--- src/rtl/regbank_per.sv ---
// regbank_per: WIDTH x DEPTH register bank with one write port, two
// registered read ports (write-first bypass) and a sequential clear engine
// that zeroes one entry per clock while reporting busy / clr_done.
module regbank_per #(
  parameter int WIDTH = 8,
  parameter int DEPTH = 8,
  parameter int AW    = 3
) (
  input  logic             clock,
  input  logic             reset_N,
  input  logic             wr_en,
  input  logic [AW-1:0]    wr_addr,
  input  logic [WIDTH-1:0] wr_data,
  input  logic [AW-1:0]    rd_addr_a,
  input  logic [AW-1:0]    rd_addr_b,
  output logic [WIDTH-1:0] rd_data_a,
  output logic [WIDTH-1:0] rd_data_b,
  input  logic             clr_start,
  output logic             busy,
  output logic             clr_done,
  output logic             wr_err
);

  localparam int              IW       = $clog2(DEPTH);
  localparam logic [AW:0]     DEPTH_W  = (AW+1)'(DEPTH);
  localparam logic [AW-1:0]   LAST_IDX = AW'(DEPTH-1);

  typedef enum logic [0:0] {
    ST_IDLE  = 1'b0,
    ST_CLEAR = 1'b1
  } state_t;

  // True when an address selects a physically present entry.
  function automatic logic addr_in_range(input logic [AW-1:0] addr);
    return ({1'b0, addr} < DEPTH_W);
  endfunction

  logic [WIDTH-1:0] mem_r [DEPTH];
  state_t           state_r, state_s;
  logic [AW-1:0]    clr_idx_r, clr_idx_s;
  logic             clr_act_s;
  logic [IW-1:0]    clr_tgt_s;
  logic             wr_ok_s;
  logic [IW-1:0]    wr_idx_s;
  logic             done_s;
  logic             err_s;
  logic [WIDTH-1:0] rd_next_a_s;
  logic [WIDTH-1:0] rd_next_b_s;

  // Next-state logic: clear sequencing, write acceptance and status flags.
  always_comb begin
    state_s   = state_r;
    clr_idx_s = clr_idx_r;
    clr_act_s = 1'b0;
    clr_tgt_s = {IW{1'b0}};
    done_s    = 1'b0;
    case (state_r)
      ST_IDLE: begin
        if (clr_start) begin
          clr_act_s = 1'b1;
          clr_tgt_s = {IW{1'b0}};
          clr_idx_s = AW'(1);
          state_s   = ST_CLEAR;
        end else begin
          clr_idx_s = clr_idx_r;
        end
      end
      ST_CLEAR: begin
        clr_act_s = 1'b1;
        clr_tgt_s = clr_idx_r[IW-1:0];
        if (clr_idx_r == LAST_IDX) begin
          clr_idx_s = {AW{1'b0}};
          state_s   = ST_IDLE;
          done_s    = 1'b1;
        end else begin
          clr_idx_s = clr_idx_r + AW'(1);
        end
      end
      default: begin
        state_s   = ST_IDLE;
        clr_idx_s = {AW{1'b0}};
      end
    endcase
    // Writes only land in IDLE, without a competing clear request, in range.
    wr_ok_s  = wr_en && (state_r == ST_IDLE) && !clr_start && addr_in_range(wr_addr);
    wr_idx_s = wr_addr[IW-1:0];
    err_s    = wr_en && !wr_ok_s;
  end

  // Post-edge value seen by read port A (clear/write bypass, zero when out of range).
  always_comb begin
    rd_next_a_s = {WIDTH{1'b0}};
    if (!addr_in_range(rd_addr_a)) begin
      rd_next_a_s = {WIDTH{1'b0}};
    end else if (clr_act_s && (clr_tgt_s == rd_addr_a[IW-1:0])) begin
      rd_next_a_s = {WIDTH{1'b0}};
    end else if (wr_ok_s && (wr_idx_s == rd_addr_a[IW-1:0])) begin
      rd_next_a_s = wr_data;
    end else begin
      rd_next_a_s = mem_r[rd_addr_a[IW-1:0]];
    end
  end

  // Post-edge value seen by read port B (clear/write bypass, zero when out of range).
  always_comb begin
    rd_next_b_s = {WIDTH{1'b0}};
    if (!addr_in_range(rd_addr_b)) begin
      rd_next_b_s = {WIDTH{1'b0}};
    end else if (clr_act_s && (clr_tgt_s == rd_addr_b[IW-1:0])) begin
      rd_next_b_s = {WIDTH{1'b0}};
    end else if (wr_ok_s && (wr_idx_s == rd_addr_b[IW-1:0])) begin
      rd_next_b_s = wr_data;
    end else begin
      rd_next_b_s = mem_r[rd_addr_b[IW-1:0]];
    end
  end

  // FSM state, clear index and registered status outputs.
  always_ff @(posedge clock or negedge reset_N) begin
    if (!reset_N) begin
      state_r   <= ST_IDLE;
      clr_idx_r <= {AW{1'b0}};
      busy      <= 1'b0;
      clr_done  <= 1'b0;
      wr_err    <= 1'b0;
    end else begin
      state_r   <= state_s;
      clr_idx_r <= clr_idx_s;
      busy      <= (state_s == ST_CLEAR);
      clr_done  <= done_s;
      wr_err    <= err_s;
    end
  end

  // Storage array: a clear slot takes priority (writes are never accepted alongside it).
  always_ff @(posedge clock or negedge reset_N) begin
    if (!reset_N) begin
      for (int i = 0; i < DEPTH; i++) begin
        mem_r[i] <= {WIDTH{1'b0}};
      end
    end else if (clr_act_s) begin
      mem_r[clr_tgt_s] <= {WIDTH{1'b0}};
    end else if (wr_ok_s) begin
      mem_r[wr_idx_s] <= wr_data;
    end
  end

  // Registered read ports, one cycle latency.
  always_ff @(posedge clock or negedge reset_N) begin
    if (!reset_N) begin
      rd_data_a <= {WIDTH{1'b0}};
      rd_data_b <= {WIDTH{1'b0}};
    end else begin
      rd_data_a <= rd_next_a_s;
      rd_data_b <= rd_next_b_s;
    end
  end

endmodule
--- config.mk ---
export PLATFORM = sky130hd
export DESIGN_NAME = regbank_per
export DESIGN_NICKNAME = d
export VERILOG_FILES = /design/src/rtl/regbank_per.sv
export SDC_FILE = /design/constraint.sdc
export NUM_CORES = 1
export LEC_CHECK = 0
export BUFFER_PORTS_ARGS = -buffer_cell sky130_fd_sc_hd__buf_2
export CAP_MARGIN = 20
export CORE_ASPECT_RATIO = 0.9
export CORE_MARGIN = 4
export CORE_UTILIZATION = 54
export CTS_BUF_LIST = sky130_fd_sc_hd__clkbuf_4 sky130_fd_sc_hd__clkbuf_8 sky130_fd_sc_hd__clkbuf_16
export DETAILED_ROUTE_END_ITERATION = 10
export PLACE_DENSITY = 0.76
export SYNTH_ARGS = -nofsm -noshare
export SYNTH_HDL_FRONTEND = slang
export SYNTH_SLANG_ARGS = --single-unit
--- constraint.sdc ---
create_clock -name clock -period 1.85 [get_ports clock]
set_clock_uncertainty 0.1 [all_clocks]
set_input_delay 0.185 -clock clock [delete_from_list [all_inputs] [get_ports clock]]
set_output_delay 0.185 -clock clock [all_outputs]
set_load 0.05 [all_outputs]
==> impl_metrics.tcl, run 1 <==
set metrics [dict create \
    coreArea_sq_um 8110 \
    dp_slack_ns -0.0355 \
    die-area_sq_um 9870 \
    crit_start "clr_idx_r[0]" \
    vdd_ir_drop_max_v 0.000584 \
    ys_warn_count 0 \
    grt.busiest_layer "met2" \
    syn_nets 347 \
    syn-cell-area_sq_um 4510 \
    final_cell_mix "dfrtp_1 (85), a22o_1 (65), buf_4 (42), buf_2 (38), mux4_2 (32)" \
    ys_ff_latch 86 \
    grt_pass1_wl_mm 19.5 \
    ant_nets 0 \
    cp_cell_sequence "nor2_1 > a31oi_1 > buf_4 > a22o_1" \
    grtUsageMet1_pct 36.5 \
    final_common_cell "dfrtp_1" \
    cpMaxStageDelayCell "dfrtp_1" \
    drive_gt1_share_pct 39.2 \
    finalPower_mw 6.56 \
    diodes 0 \
    root_buffer "clkbuf_8" \
    drtPass1Iterations 5 \
    r2r_slack_ns 0.01 \
    cp.arrival_ns 1.99 \
    worst_slew_pin_slew_ns 0.573 \
    synthArstFlopShare_pct 100 \
    yosysSeqAreaShare_pct 47.8 \
    timing.rr.start "clr_idx_r[0]" \
    grt_util_met3_pct 6.22 \
    synth_top_cell_area_share_pct 47.8 \
    synth.area.top_cells "dfrtp_1 (48%), mux4_2 (16%), a22o_1 (13%), mux2i_1 (3.6%), buf_4 (2.0%)" \
    vias 3446 \
    worst-path-stages 4 \
    met2_usage_pct 42.0 \
    syn_inst 324 \
    dieWidth_um 104 \
    path_clk_slew_ns 0.10 \
    slew_headroom_pct 61.8 \
    cp-end-kind "flip-flop" \
    hold_path_depth 3 \
    r2r_cells 4 \
    antenna_found_initial 0 \
    fin_crit_ns 1.84 \
    wl_per_cell_um 25.2 \
    grt_use_total_pct 26.3 \
    routabilityCongestion 0.982 \
    leakage_nw 2.49 \
    htree_levels 3 \
    drv_cap 0 \
    synth_ff_type "dfrtp_1" \
    critical-path-max-stage-delay_ns 0.58 \
    rsz0062_at_grt "true" \
    synth.largest_area_cell "dfrtp_1" \
    fp.dieH_um 94.7 \
    drc 0 \
    cts_tree "yes" \
    status "finished, final reports clean" \
    p_per_area_nw_per_um2 1210 \
    wirelength_mm 12.6 \
    overflow 0 \
    via_per_inst 6.89 \
    fin_crit_sh_pct 99.2 \
    numCtsBuffers 9 \
    num_rows 31 \
    worstPathRequired_ns 2.00 \
    synth_edf_count 0 \
    setup_viol 0 \
    clock_tree.buffer_depth 2 \
    synth_cell_types 42 \
    syn_avg_cell_area_sq_um 13.9 \
    cts_sinks 86 \
    hp-start "wr_data[5]" \
    cp-start-kind "flip-flop" \
    fmaxAchievable_mhz 545 \
    portBuffers 39 \
    crit_family "flip-flops" \
    grt_pass1_vias 3396 \
    critPathKind "flip-flop to flip-flop" \
    nNetsFinal 419 \
    setup_ws_ns 0.0142 \
    worstPathMaxFanout 11 \
    fin_tns_setup_ns 0 \
    clk_latency_ns 0.37 \
    critPathBufInv 1 \
    io_pins 40 \
    fillCellCount 575 \
    hpwlAfterDp_mm 8.55 \
    final_hold_viol_count 0 \
    maxSlewViolCount 0 \
    grt_max_degree 43 \
    hold_class "input pin to flip-flop" \
    initial_core_util_pct 55.6 \
    initialDrtViolationCount 271 \
    synthToLayoutAreaGrowth_pct 19.9 \
]
metal layers:
metal / share of wire (%) / routed length [um]
met5: 0 / 0
met4: 2.0 / 255
met3: 9.6 / 1210
met2: 48 / 5980
met1: 41 / 5140
cell type report:
type | instances | area [sq um] | area share [%]
clock inverter | 7 | 125 | 2.32
timing repair buffer | 90 | 642 | 11.9
clock buffer | 9 | 124 | 2.29
sequential | 86 | 2150 | 39.9
multi-input combinational | 207 | 2230 | 41.2
tap | 99 | 124 | 2.29
inverter | 2 | 7.51 | 0.139
sequential cells by signal, summed over array words and instances (netlist names):
register   count
clr_done       1
clr_idx_r      3
mem_r         64
rd_data_a      8
rd_data_b      8
state_r        1
wr_err         1
final timing paths:
kind                           endpoint
min reg2reg                   mem_r[43]
min                        rd_data_a[5]
max in group asynchronous     mem_r[50]
max reg2reg                   mem_r[12]
max                           mem_r[12]
min in group asynchronous  clr_idx_r[1]
power breakdown:
group	internal, mW	switching, mW
Clock	0.914	0.722
Sequential	2.18	0.290
Combinational	1.04	1.41
Total	4.14	2.42
cell usage after synthesis, drive strengths merged (3+ instances only):
library cell and instances:
dfrtp 86, a22o 65, mux4 32, buf 27
nor2 25, mux2i 16, a221oi 9, a211oi 8
xnor2 8, a31oi 5, nor3 4, a21oi 3
nand2 3, nor2b 3
cells by family (layout without fill, tap and decap cells):
kind of cell / Yosys count / in the layout / synth area share [%]
AO/OA/AOI/OAI: 98 / 98 / 18.3
XOR/XNOR: 9 / 9 / 1.75
adder cells (fa/ha/maj): 2 / 2 / 0.555
buffers and inverters: 31 / 108 / 4.97
flip-flops: 86 / 86 / 47.8
multiplexers: 48 / 48 / 19.6
AND/OR/NAND/NOR: 50 / 50 / 7.11
worst register-to-register path, stage by stage, from the launching register on:
cell     delay [ns]
dfrtp_1        0.58
nor2_1         0.46
a31oi_1        0.18
buf_4          0.21
a22o_1         0.20
metrics by stage:
step / hold slack [ns] / area, sq um / utilization, % / instances
finish: 0.0943 / 5400 / 66.6 / 500
global placement: -0.00502 / 5020 / 61.9 / 479
detailed placement: -0.00188 / 5020 / 61.9 / 479
floorplan: -0.211 / 4530 / - / 324
global route: 0.0899 / 5400 / 66.6 / 500
CTS: 0.0824 / 5320 / 65.7 / 500
repair_timing:
action | CTS | global route
gates resized for setup | 2 | 13
endpoints found under the hold margin | 81 | 0
setup endpoints to repair | 24 | 40
hold buffers | 2 | 0
setup buffers | 3 | 2
pin swaps | 1 | 3
(Power assumes the default switching activity.)
==> run 2, diff against run 1 <==
--- a/config.mk
+++ b/config.mk
@@ -6,12 +6,12 @@
 export NUM_CORES = 1
 export LEC_CHECK = 0
 export BUFFER_PORTS_ARGS = -buffer_cell sky130_fd_sc_hd__buf_2
-export CAP_MARGIN = 20
 export CORE_ASPECT_RATIO = 0.9
 export CORE_MARGIN = 4
 export CORE_UTILIZATION = 54
 export CTS_BUF_LIST = sky130_fd_sc_hd__clkbuf_4 sky130_fd_sc_hd__clkbuf_8 sky130_fd_sc_hd__clkbuf_16
 export DETAILED_ROUTE_END_ITERATION = 10
+export MAX_ROUTING_LAYER = met4
 export PLACE_DENSITY = 0.76
 export SYNTH_ARGS = -nofsm -noshare
 export SYNTH_HDL_FRONTEND = slang
==> run 2 against run 1 <==
Net effect:
- worst setup slack lost 0.0056 ns
- non-clock buffer count shrank 2
- via count shrank 3.3%
- worst hold slack lost 0.0020 ns
- die area is the same
- sequential power is essentially flat
- total power shrank 6.0%
- fmax shrank 0.30%
- utilization shrank 1.2 points
- cell area shrank 1.8%
- global-route usage grew 0.44 points
==> impl_metrics.tcl, run 2 (synthesized netlist as in run 1, its figures left out) <==
set metrics [dict create \
    num_rows 31 \
    critPathKind "flip-flop to flip-flop" \
    top_regs "mem_r x64, rd_data_a x8, rd_data_b x8" \
    cp-start-kind "flip-flop" \
    synthToLayoutAreaGrowth_pct 17.7 \
    r2r_slack_ns 0.009 \
    coreArea_sq_um 8110 \
    cp_common_cell "buf_4" \
    wirelength_met1_mm 4.96 \
    fp.dieH_um 94.7 \
    final_hold_viol_count 0 \
    drtPass1Iterations 5 \
    die-area_sq_um 9870 \
    highest_layer "met4" \
    worst_slew_pin_slew_ns 0.554 \
    final_cell_mix "dfrtp_1 (83), a22o_1 (65), buf_4 (43), buf_2 (38), mux4_2 (32)" \
    maxSlewViolCount 0 \
    routabilityCongestion 0.956 \
    vias 3333 \
    leakage_nw 2.44 \
    wl_per_cell_um 24.5 \
    initialDrtViolationCount 308 \
    grt_pass1_vias 3409 \
    numPlacedInstances 479 \
    grt_use_total_pct 26.7 \
    hpwlAfterDp_mm 8.28 \
    diodes 0 \
    cp.arrival_ns 1.97 \
    cpMaxStageDelayCell "dfrtp_2" \
    rsz0062_at_grt "true" \
    fin_cells 498 \
    drv_cap 0 \
    fin_crit_ns 1.84 \
    drc 0 \
    setup_viol 0 \
    wl_met2_mm 5.71 \
    cts_tree "yes" \
    via_per_inst 6.69 \
    numCtsBuffers 9 \
    hold_class "input pin to flip-flop" \
    regMostFlops "mem_r" \
    overflow 0 \
    clk_latency_ns 0.36 \
    largest_reg_flops 64 \
    ant_nets 0 \
    slew_headroom_pct 63.1 \
    grt_max_degree 39 \
    fin_crit_sh_pct 99.5 \
    path_clk_slew_ns 0.09 \
    critPathBufInv 3 \
    hold_ws_ns 0.0923 \
    portBuffers 39 \
    initial_core_util_pct 55.6 \
    cp-end-kind "flip-flop" \
    antenna_found_initial 0 \
    route.met3.wl_mm 1.14 \
    vdd_ir_drop_max_v 0.000581 \
    critical-path-max-stage-delay_ns 0.46 \
    cp_cell_sequence "buf_4 > inv_1 > nor2_1 > o32ai_2 > buf_4 > a221oi_2" \
    io_pins 40 \
    dieWidth_um 104 \
    htree_levels 3 \
    fmaxAchievable_mhz 543 \
    worstPathMaxFanout 8 \
    root_buffer "clkbuf_8" \
    finalPower_mw 6.16 \
    clock_tree.buffer_depth 2 \
    drive_gt1_share_pct 39.3 \
    grt_pass1_wl_mm 19.1 \
    cts_sinks 86 \
    final_common_cell "dfrtp_1" \
    nNetsFinal 417 \
    crit_family "buffers and inverters" \
    wirelength_mm 12.2 \
    status "finished, final reports clean" \
    p_per_area_nw_per_um2 1160 \
    worstPathRequired_ns 1.98 \
]
## run 2: cell types whose count changed in the layout (fill, tap and decap cells not counted), moves of 2 or more
cell / change
a221oi_1: -3
a221oi_2: +3
a31oi_4: -2
buf_6: -4
bufinv_16: -2
dfrtp_1: -2
dfrtp_2: +2
## run 2: where the power goes
group          switching, mW  internal [mW]
combinational           1.33           1.00
sequential             0.282           2.19
clock                  0.707          0.652
total                   2.32           3.84
## run 2: per-stage QoR
stage               util, %  worst slack, ns  setup TNS, ns  cell area [sq um]
floorplan                 -          -0.0272         -0.218               4530
global placement       62.1           0.0284              0               5030
detailed placement     62.1          -0.0241         -0.109               5030
CTS                    64.9          -0.0146        -0.0214               5260
global route           65.4          -0.0742         -0.416               5300
finish                 65.4          0.00862              0               5300
## run 2: final cells by class
| class | count | area (sq um) |
|---|---|---|
| fill | 587 | 2800 |
| multi-input combinational | 207 | 2190 |
| sequential | 86 | 2160 |
| timing repair buffer | 88 | 624 |
| clock buffer | 10 | 131 |
| tap | 99 | 124 |
| clock inverter | 6 | 68.8 |
| inverter | 2 | 7.51 |
## run 2: timing repair
item	4_1_cts	5_1_grt
pin swaps	0	0
setup endpoints to repair	10	23
hold buffers	2	0
buffers inserted	0	1
endpoints found under the hold margin	34	0
gates resized for setup	1	8
## run 2: final timing paths
check	cells after the start	from	end
hold / removal	3	wr_data[4]	rd_data_a[4]
hold reg to reg	1	mem_r[18]	mem_r[18]
min in group asynchronous	2	reset_N	mem_r[31]
setup reg to reg	6	state_r	rd_data_b[4]
setup / recovery	6	state_r	rd_data_b[4]
max in group asynchronous	3	reset_N	mem_r[40]
## run 2: per-layer routing
metal | up-vias | GRT usage [%]
met3 | 32 | 5.40
met4 | 0 | 10.2
met1 | 1666 | 35.9
li1 | 1446 | -
met5 | - | -
met2 | 189 | 40.8
## run 2: worst register-to-register path: stages (launching register included)
cell and delay [ns]:
dfrtp_2 0.46, buf_4 0.17, inv_1 0.19, nor2_1 0.09, o32ai_2 0.41, buf_4 0.22
a221oi_2 0.08
